`config.mk`:
```
export PLATFORM = sky130hd
export DESIGN_NAME = rf_wb_arbiter
export DESIGN_NICKNAME = d
export VERILOG_FILES = /design/src/rtl/rf_wb_arbiter.sv
export SDC_FILE = /design/constraint.sdc
export NUM_CORES = 1
export LEC_CHECK = 0
export ABC_AREA = 1
export CAP_MARGIN = 20
export CORE_ASPECT_RATIO = 0.6
export CORE_MARGIN = 4
export CORE_UTILIZATION = 49
export CTS_CLUSTER_SIZE = 25
export DETAILED_ROUTE_END_ITERATION = 12
export PLACE_DENSITY = 0.95
export RECOVER_POWER = 50
export SETUP_SLACK_MARGIN = 0.4
export SLEW_MARGIN = 20
export SYNTH_ARGS = -nofsm -noshare
export SYNTH_HDL_FRONTEND = slang
export SYNTH_SLANG_ARGS = --single-unit
```
`constraint.sdc`:
```
create_clock -name clk -period 3.14 [get_ports clk]
set_input_delay 0.628 -clock clk [delete_from_list [all_inputs] [get_ports clk]]
set_output_delay 0.628 -clock clk [all_outputs]
set_load 0.1 [all_outputs]
```
`src/rtl/rf_wb_arbiter.sv`:
```
// Round-robin write-back arbiter for the register-file write port plus a
// pending-write scoreboard for RAW stalls. Define RF_WB_STATS_EN to add conflict_cnt.
module rf_wb_arbiter #(
    parameter int ADDR_WIDTH = 5,
    parameter int DATA_WIDTH = 32
) (
    input  logic                  clk,
    input  logic                  rst_n,
    input  logic                  req0_valid,
    input  logic [ADDR_WIDTH-1:0] req0_rd,
    input  logic [DATA_WIDTH-1:0] req0_data,
    output logic                  req0_ready,
    input  logic                  req1_valid,
    input  logic [ADDR_WIDTH-1:0] req1_rd,
    input  logic [DATA_WIDTH-1:0] req1_data,
    output logic                  req1_ready,
    input  logic                  issue_valid,
    input  logic [ADDR_WIDTH-1:0] issue_rd,
    input  logic [ADDR_WIDTH-1:0] chk_rs1,
    input  logic [ADDR_WIDTH-1:0] chk_rs2,
    output logic                  chk_busy1,
    output logic                  chk_busy2,
    output logic                  rf_wen,
    output logic [ADDR_WIDTH-1:0] rf_rd,
    output logic [DATA_WIDTH-1:0] rf_dataD
`ifdef RF_WB_STATS_EN
    ,
    output logic [31:0]           conflict_cnt
`endif
);
    localparam int NUM_REGS = 1 << ADDR_WIDTH;

    logic                  prio_q, prio_d;
    logic                  grant0, grant1, accept;
    logic [ADDR_WIDTH-1:0] sel_rd;
    logic [DATA_WIDTH-1:0] sel_data;
    logic                  rf_wen_q, rf_wen_d;
    logic [ADDR_WIDTH-1:0] rf_rd_q, rf_rd_d;
    logic [DATA_WIDTH-1:0] rf_data_q, rf_data_d;
    logic [NUM_REGS-1:0]   busy_q, busy_d;

    // Grant logic looks only at the valids and the pointer, never at rd/data.
    always_comb begin
        grant0   = req0_valid && (!req1_valid || !prio_q);
        grant1   = req1_valid && (!req0_valid || prio_q);
        accept   = grant0 || grant1;
        sel_rd   = grant1 ? req1_rd : req0_rd;
        sel_data = grant1 ? req1_data : req0_data;

        prio_d = prio_q;
        if (grant0) begin
            prio_d = 1'b1;
        end else if (grant1) begin
            prio_d = 1'b0;
        end

        rf_wen_d  = accept && (sel_rd != '0);
        rf_rd_d   = accept ? sel_rd : rf_rd_q;
        rf_data_d = accept ? sel_data : rf_data_q;
    end

    // A same-edge set beats the commit clear: the new producer owns the register.
    for (genvar gi = 0; gi < NUM_REGS; gi++) begin : g_busy
        if (gi == 0) begin : g_zero
            assign busy_d[gi] = 1'b0;
        end else begin : g_bit
            logic set_hit, clr_hit;
            assign set_hit    = issue_valid && (issue_rd == ADDR_WIDTH'(gi));
            assign clr_hit    = rf_wen_q && (rf_rd_q == ADDR_WIDTH'(gi));
            assign busy_d[gi] = set_hit || (busy_q[gi] && !clr_hit);
        end
    end

    always_ff @(posedge clk or negedge rst_n) begin
        if (!rst_n) begin
            prio_q    <= 1'b0;
            rf_wen_q  <= 1'b0;
            rf_rd_q   <= '0;
            rf_data_q <= '0;
            busy_q    <= '0;
        end else begin
            prio_q    <= prio_d;
            rf_wen_q  <= rf_wen_d;
            rf_rd_q   <= rf_rd_d;
            rf_data_q <= rf_data_d;
            busy_q    <= busy_d;
        end
    end

`ifdef RF_WB_STATS_EN
    logic [31:0] cnt_q, cnt_d;

    always_comb begin
        cnt_d = cnt_q;
        if (req0_valid && req1_valid && (cnt_q != 32'hFFFF_FFFF)) begin
            cnt_d = cnt_q + 32'd1;
        end
    end

    always_ff @(posedge clk or negedge rst_n) begin
        if (!rst_n) begin
            cnt_q <= '0;
        end else begin
            cnt_q <= cnt_d;
        end
    end

    assign conflict_cnt = cnt_q;
`endif

    assign req0_ready = grant0;
    assign req1_ready = grant1;
    assign chk_busy1  = busy_q[chk_rs1];
    assign chk_busy2  = busy_q[chk_rs2];
    assign rf_wen     = rf_wen_q;
    assign rf_rd      = rf_rd_q;
    assign rf_dataD   = rf_data_q;
endmodule

```
### Word-level counts from Yosys, hierarchy flattened

Index checks and enable logic that the tools add are counted.

* reductions and logical operators: 166
* muxes and demuxes: 8
* equal/unequal tests: 62
* $lt $le $gt $ge: 2

Operators with widths (count)
* $eq A5 B5 Y1 const B: 32
* $logic_and A1 B1 Y1: 96
* $eq A5 B4 Y1 const B: 16
* $eq A5 B3 Y1 const B: 8
* $logic_not A1 Y1: 34
* $logic_or A1 B1 Y1: 34
* $mux W32: 1
* $eq A5 B2 Y1 const B: 4
* $lt A5 B6 Y1 const B: 2
* $bmux W1 S5: 2
* $eq A5 B1 Y1 const B: 2
* $mux W5: 1
* $reduce_bool A5 Y1: 1
* $mux W1: 4
* $reduce_bool A2 Y1: 1

* flip-flop bits (word level): 70
* word-level logic and storage cells: 243
* input port bits: 94
* output and inout port bits: 42

### Longest topological paths before layout

* depth after elaboration: 6
* gate-level depth with buffers: 11
* gate-level depth less buffers: 9

### Worst setup path after synthesis

No wires, ideal clock.

* kind: input-to-output
* start: in chk_rs2[0]
* end: out chk_busy2
* path slack: 521 ps
* stages: 11
* buffers on the path: 2
* arrival: 1991 ps
* data required time: 2512 ps
* cell sequence: buf_2 -> inv_2 -> buf_4 -> nand2_1 -> nand3_1 -> nand3_1 -> nand2_1 -> nand2_1 -> nand2_1 -> nand2_1 -> nand2_1

* longest elaborated chain between the ends: 2

RTL lines
* start, declared: RTL line 20 `input logic [ADDR_WIDTH-1:0] chk_rs2,`
* $bmux W1 S5: RTL line 114 `assign chk_busy2 = busy_q[chk_rs2];`
* $mux W1 (not written as such): RTL line 114
* end, declared: RTL line 22 `output logic chk_busy2,`

Every way passes these cells. The select of a mux whose other input is x is not followed.

### Worst setup path in the final report

* start: in req0_valid
* end: out req1_ready

* longest elaborated chain between the ends: 3

RTL lines
* start, declared: RTL line 9 `input logic req0_valid,`
* $logic_not A1 Y1: RTL line 45 `grant1 = req1_valid && (!req0_valid || prio_q);`
* $logic_or A1 B1 Y1: RTL line 45
* $logic_and A1 B1 Y1: RTL line 45
* end, declared: RTL line 16 `output logic req1_ready,`

Every way passes these cells.

==> out/summary.txt <==
Status -> finished clean
Critical setup path kind -> in2out
DRT iter0 DRCs -> 490
TritonCTS Buffers -> 9
DR DRC count -> 0
Post-synthesis mux area share -> 0%
Avg Cell Area, Syn -> 7.09 um^2
Initial antenna violation count -> 0
Via-per-instance ratio -> 5.71
Max Fclk -> 0.359 GHz
Root Buffer -> clkbuf_16
Cells after Synth -> 538
Grt met2 use -> 44.8%
Worst-path maximum fanout -> 21
First-pass GRT wire length -> 21600 um
Total grt overflow -> 0
Ys async rst share -> 100%
EDFF count, synth -> 0
LEAKAGE -> 2.49 nW
Critical path startpoint category -> input pin
Peak supply drop -> 0.547 mV
Worst EP required -> 2.51 ns
Worst path max stage delay -> 0.57 ns
Flops & latches, synth -> 70
Ys Warns -> 0
Slew Viols, Final -> 0
Met3 GRT Util -> 10.4%
Die span in y -> 76.3 um
Synth Flop Type -> dfrtp_1
Detail Route Antenna Nets -> 0
H-Tree Depth -> 3
Post-route minimum period -> 2.78 ns
Core area -> 7420 um^2
# hold bufs at CTS -> 0
Final #Nets -> 763
Synth Cell Area -> 3810 um^2
Maximum clock insertion buffer count -> 2
Critical path capture point type -> output pin
Setup_tns -> 0 ns
Layout area overhead -> 43.1%
Synth unique cells -> 19
IO Port Bufs -> 135
Layout cells sized above 1 -> 9.64%
Compound-cell area share of the yosys netlist -> 17.6%
XOR/XNOR share of the synthesized area -> 0%
DP Wirelength -> 10200 um
RSZ-0062 raised after global routing -> false
GR Util All Layers -> 29.5%
Antenna cells -> 0
Reg clk slew, reported paths -> 0.06 ns
Pwr per Cell Area -> 792 nW/um^2
Initial Util -> 51.4%
Slew @ Worst Pin -> 1.22 ns
Worst-Skew Late Latency -> 0.34 ns
Seq/Total Area, Yosys -> 45.9%
Largest family of logic cells by synthesized area -> simple AND/OR/NAND/NOR gates
Die width -> 122 um
# setup viols final -> 0
Final period utilization -> 88.7%
CP cell instances -> clkdlybuf4s50_1, inv_2, nand2_2, nand2_1, buf_12
Final Hold Viols -> 0
Vias in the first global route -> 4298
Slew Limit Headroom -> 18.8%
WL/cell -> 17.6 um
GRT Max-Usage Layer -> met2
Min-Delay Path Class -> in2async
Skew final -> 0.00714 ns
Simple-Gate Fraction of Synth Area -> 28.9%
Vias -> 4441
Routed Wire Length -> 13700 um
CTS tree -> done
Largest net degree at the start of global routing -> 48
Gpl congestion -> 0.993
Post-Synth Adder-Cell Area -> 0%
Die area -> 9300 um^2
Row count -> 24
I/O pins -> 136
CTS sink count -> 70
WHS -> 0.433 ns
Crit-path slowest cell -> clkdlybuf4s50_1
Max_cap viols -> 0
Critical path arrival -> 2.16 ns
Met1 Usage GRT -> 39.6%
Mapped Nets -> 632
Drt first pass iters -> 5
## synthesized netlist by cell type, types with 2 or more instances
library cell  instances  area, um^2
clkbuf_1             11        41.3
o31ai_1               4        30.0
dfrtp_1              70        1750
inv_1                33         124
nand3_1              51         255
buf_6                 2        22.5
inv_2                 5        18.8
o21ai_1              26         130
buf_4                 5        37.5
nand2_1             164         616
buf_2                 9        45.0
a21oi_1              28         140
nor2_1               52         195
o21ai_0              72         360
or2_1                 2        12.5
## critical path: cells and delay by family
| family | cells | cell delay, ns |
|---|---|---|
| buf+inv | 3 | 1.00 |
| simple gates | 2 | 0.52 |
## final timing paths
check	startpoint	endpoint	slack (ns)	cells past startpoint
min in group clk	rf_dataD[29]	rf_dataD[29]	0.48	2
max in group asynchronous	rst_n	rf_dataD[25]	1.07	2
worst max-delay path	req0_valid	req1_ready	0.36	5
worst min-delay path	rst_n	rf_dataD[4]	0.43	1
worst min register to register	rf_dataD[29]	rf_dataD[29]	0.48	2
worst max register to register	prio_q	rf_dataD[31]	0.88	7
## power breakdown
part / internal (mW) / switching (mW) / total, mW / leakage, nW
sequential: 1.19 / 0.334 / 1.52 / 0.799
clock: 0.661 / 0.386 / 1.05 / 0.149
combinational: 0.478 / 1.28 / 1.75 / 1.55
## timing repair
action,in CTS,in global routing
gates resized for setup,0,11
buffers inserted,0,0
endpoints found under the setup margin,0,2
## routing by layer
metal,vias up,routed length (um),part of all wire [%]
li1,2019,-,-
met1,2062,5480,40
met2,309,6120,45
met3,51,1710,12
met4,0,399,2.9
met5,-,0,0
## state kept, by name, summed over array words and instances (netlist names)
| signal | flops |
|---|---|
| rf_dataD | 32 |
| busy_q | 31 |
| rf_rd | 5 |
| rf_wen | 1 |
| prio_q | 1 |
## per-stage QoR
| stage | instances | instance area, um^2 | utilization, % | power, mW | worst slack, ns |
|---|---|---|---|---|---|
| after detailed placement | 760 | 5160 | 69.6 | 3.24 | 0.425 |
| after floorplan | 538 | 3810 | - | 2.61 | 0.521 |
| after global routing | 778 | 5460 | 73.6 | 4.50 | 0.217 |
| final | 778 | 5460 | 73.6 | 4.33 | 0.355 |
| after global placement | 760 | 5160 | 69.6 | 3.20 | 0.432 |
| after CTS | 776 | 5480 | 73.8 | 4.29 | 0.419 |
## layout make-up
cell class              instances  area [um^2]
clock buffers                  12          256
multi-input cells             403         1770
clock inverters                 4         55.1
well taps                     104          130
repair buffers                147         1350
inverters                      38          148
fillers                       557         1960
flip-flops and latches         70         1750
## layout by cell type, fill, tap and decap left out
cell,n
clkbuf_4,1
a21oi_1,28
buf_12,4
buf_6,3
nand4_1,1
inv_1,32
buf_4,34
clkbuf_1,13
clkinvlp_4,1
clkbuf_16,9
inv_4,2
nand3_1,51
clkdlybuf4s50_1,89
dlygate4sd3_1,1
clkinv_4,2
dfrtp_1,70
clkbuf_2,1
o21ai_0,73
inv_2,4
clkbuf_8,2
nand2_1,165
a32o_1,1
bufinv_16,1
dlymetal6s2s_1,2
o31ai_1,4
o21ai_1,25
nand2_2,1
or2_1,2
nor2_1,52
## kinds of logic after synthesis
logic type / Yosys count
simple gates: 272
buf+inv: 65
flops: 70
compound gates: 131
(Power assumes the default switching activity.)
